<file path="config.mk">
export PLATFORM = sky130hd
export DESIGN_NAME = rails_lifo
export DESIGN_NICKNAME = d
export VERILOG_FILES = /design/src/rtl/rails_lifo.sv
export SDC_FILE = /design/constraint.sdc
export NUM_CORES = 1
export LEC_CHECK = 0
export CAP_MARGIN = 20
export CORE_MARGIN = 3
export CORE_UTILIZATION = 50
export DETAILED_ROUTE_END_ITERATION = 16
export HOLD_SLACK_MARGIN = 0.03
export PLACE_DENSITY = 0.74
export SLEW_MARGIN = 20
export SYNTH_ARGS = -nofsm -noshare
export SYNTH_HDL_FRONTEND = slang
export SYNTH_SLANG_ARGS = --single-unit
</file>
<file path="constraint.sdc">
create_clock -name clk -period 2.4 [get_ports clk]
set_clock_uncertainty 0.1 [all_clocks]
set_input_delay 0.48 -clock clk [delete_from_list [all_inputs] [get_ports clk]]
set_output_delay 0.48 -clock clk [all_outputs]
set_load 0.02 [all_outputs]
</file>
<file path="src/rtl/rails_lifo.sv">
`default_nettype none
// ============================================================================
//  Module      : rails_lifo
//  Description : Station stack holding car IDs. The top entry is presented
//                combinationally; push is ignored when full, pop when empty.
//                clear (or reset) empties the stack in one cycle.
//  Ports       : clk, reset        - clock, synchronous active-high reset
//                clear             - empty the stack
//                push / din        - push din onto the stack
//                pop               - discard the top entry
//                top               - current top entry (undefined when empty)
//                full / empty      - occupancy flags
//  Revision    : 1.0 - initial release
// ============================================================================
module rails_lifo #(
    parameter int W     = 4,
    parameter int DEPTH = 8
) (
    input  logic         clk,
    input  logic         reset,
    input  logic         clear,
    input  logic         push,
    input  logic         pop,
    input  logic [W-1:0] din,
    output logic [W-1:0] top,
    output logic         full,
    output logic         empty
);

    localparam int c_aw = (DEPTH > 1) ? $clog2(DEPTH) : 1;
    localparam int c_cw = $clog2(DEPTH + 1);

    logic [W-1:0]    r_mem [0:DEPTH-1];
    logic [c_cw-1:0] r_count;
    logic [c_aw-1:0] w_top_idx;

    assign full      = (r_count == c_cw'(DEPTH));
    assign empty     = (r_count == '0);
    assign w_top_idx = c_aw'(r_count - 1'b1);
    assign top       = r_mem[w_top_idx];

    // The owner never pushes and pops in the same cycle, so push simply
    // takes precedence here.
    always_ff @(posedge clk) begin
        if (reset || clear) begin
            r_count <= '0;
        end else if (push && !full) begin
            r_count <= r_count + 1'b1;
        end else if (pop && !empty) begin
            r_count <= r_count - 1'b1;
        end
    end

    always_ff @(posedge clk) begin
        if (push && !full && !clear && !reset) begin
            r_mem[c_aw'(r_count)] <= din;
        end
    end

endmodule
`default_nettype wire

</file>
==> impl_metrics.yaml <==
run_status:
  outcome: "finished with violations"
  violations: "setup timing"
cts:
  cts_tree: "built"
  h-tree-depth: 2
  cts_buffers: 5
  clock_path_buffers: 2
  clkSlewWorstSetupHoldPaths_ns: 0.10
  clkLatencyLatePin_ns: 0.33
  ctsHoldBuffers: 0
  cts_sinks: 36
  cts_root_buf: "clkbuf_4"
power:
  ir_worst_vdd_mv: 0.4674
  p_leak_uw: 0.0007356
  power_density_mw_per_mm2: 631.8
timing:
  fmax_ghz: 0.4044
  finalHoldViolations: 0
  tns_ns: -0.2538
  fin_crit_sh_pct: 103.0
  worst_pin_slew_ns: 0.4064
  relSlewSlack_pct: 72.81
  slew_violations: 0
  report.final.setup_viol: 4
  layout_setup_ws_ns: -0.07266
  min_period_ns: 2.473
  grt_setup_unrepaired: "yes"
placement:
  hpwl_mm: 2.185
  io_buffers: 14
  gp_congestion: 0.9234
  place_ws_ns: -0.2513
routing:
  vias: 1027
  routed_wl_mm: 3.360
  wl_per_cell_um: 17.97
  drt_first_pass_iters: 4
  vias_per_cell: 5.492
  antenna_left: 0
  drc: 0
  drtIter0Drc: 66
job:
  maxCapViolations: 0
critical_path:
  slowest_stage: "dfxtp_4"
  endpoint_kind: "output pin"
  cp_data_required_time_ns: 1.82
  cpLargestDelayFamily: "multiplexers"
  rrSetupSlack_ns: 0.49
  cp_max_fo: 4
  startpoint: "r_count[0]"
  worstSetupPathType: "reg2out"
  reg2reg_from: "r_count[0]"
  critPathMaxStageDelay_ns: 0.39
  critical_path_arrival_ns: 1.89
  start_kind: "flop"
  critical_path_buf_inv_count: 3
  crit_chain: "inv_4 -> ha_4 -> buf_6 -> mux4_1 -> mux2_4 -> buf_6"
  crit_top_cell: "buf_6"
final_layout:
  n_antenna_cell: 0
  drive_above_1_share_pct: 34.97
  nFillCells: 218
  finalNetCount: 153
  area_growth_pct: 28.67
  multi_input_area_sq_um: 534.3
  register_area_sq_mm: 0.001046
synthesis:
  ys_types: 30
  syn_avg_cell_area_sq_um: 15.42
  yosysTopAreaCell: "edfxtp_1"
  yosys_warnings: 0
  async_reset_ff_share_pct: 0
  ys_ff_latch: 36
  synthCells: 105
  ys.flop_type: "edfxtp_1"
  synth_edf_count: 32
  synth_fp_nets: 116
  synthTopCellsByCount: "edfxtp_1, nand2_1, nor2_1, mux2_2"
  syn_area_sq_mm: 0.001619
  ys_top_cells_by_area: "edfxtp_1, mux4_1, mux4_2"
  synth.most_common_cell: "edfxtp_1"
  synth_top_area_share_pct: 59.35
  seq_area_frac_synth_pct: 64.30
floorplan:
  start_util_pct: 52.60
  die_area_sq_mm: 0.003957
  core_sq_mm: 0.003078
  chipHeight_um: 62.91
  num_rows: 20
  die_w_um: 62.91
  num_io_pins: 15
global_routing:
  grt_max_degree: 12
  antenna_found_initial: 0
  grt_pass1_vias: 1075
  grt_usage_pct: 18.87
  grt_pass1_wl_mm: 5.526
  gr-total-overflow: 0
worst_hold_path:
  min_path_type: "reg2reg"
  holdCritStartpoint: "r_count[3]"
==> cell usage in the layout, fill, tap and decap left out, types with 2 or more instances in the layout <==
cell,n
o21ai_0,2
mux4_2,7
clkbuf_4,5
dfxtp_1,2
edfxtp_1,32
nor3_1,4
dlygate4sd2_1,2
inv_1,3
mux2_4,3
buf_4,18
nand2b_1,2
nor2_1,8
nand3_1,2
buf_6,5
a31oi_1,2
nand2_1,9
o211ai_1,2
clkdlybuf4s50_1,8
buf_12,2
a21oi_1,3
mux2_2,2
==> metrics by stage <==
step | instance area [sq um] | hold slack [ns] | total power [uW] | instances | utilization (%)
2_1_floorplan | 1620 | 0.4566 | 802.0 | 105 | -
3_3_place_gp | 1871 | 0.5229 | 866.4 | 171 | 60.77
3_5_place_dp | 1871 | 0.5511 | 870.5 | 171 | 60.77
4_1_cts | 2027 | 0.5750 | 1303 | 184 | 65.85
5_1_grt | 2083 | 0.6043 | 1375 | 187 | 67.68
6_report | 2083 | 0.5711 | 1316 | 187 | 67.68
==> final cells by class <==
type                       count  share of cell area [%]
tap                           44                   2.643
sequential                    36                   50.21
timing repair buffer          36                   17.00
inverter                       4                  0.8408
multi-input combinational     59                   25.65
clock inverter                 2                   1.682
clock buffer                   6                   1.982
==> logic make-up (layout without fill, tap and decap cells) <==
| group | after synthesis | in the layout | synth area share (%) |
|---|---|---|---|
| mux | 13 | 13 | 15.53 |
| simple gates | 29 | 29 | 8.501 |
| xor+xnor | 2 | 2 | 1.082 |
| buf+inv | 10 | 48 | 3.941 |
| compound gates | 13 | 13 | 5.101 |
| fa+ha+maj | 2 | 2 | 1.545 |
| flops | 36 | 36 | 64.30 |
==> timing repair <==
action                     in CTS  in global routing
pin swaps                       1                  1
cloned                          0                  1
gates resized for setup        37                  9
setup endpoints to repair       6                  4
setup buffers                   5                  2
==> path summary, 6_finish.rpt <==
| path | endpoint | depth (start not counted) |
|---|---|---|
| max | top[1] | 6 |
| min | r_count[3] | 2 |
| max reg2reg | r_mem[1][2] | 6 |
| min reg2reg | r_count[3] | 2 |
==> sequential cells by signal, summed over array words and instances (netlist names) <==
signal	flops
r_count	4
r_mem	32
==> report_power, final <==
group          switching, uW  internal [uW]  leakage (uW)
Combinational           96.6            121      0.000372
Clock                    190            218     0.0000422
Sequential              3.89            686      0.000322
Total                    290           1030      0.000736
==> worst min-delay path, stage by stage (launching register included) <==
cell	delay, ns
dfxtp_1	0.38
a21oi_1	0.14
o21a_1	0.13
==> metal layers <==
layer	track usage [%]	share of wire [%]	vias to the layer above
met5	0	0	-
met4	6.336	0.92	0
met3	5.396	6.4	4
met2	30.57	49	41
met1	24.31	43	505
li1	-	-	477
No activity file was read; power rests on OpenSTA's default activity.
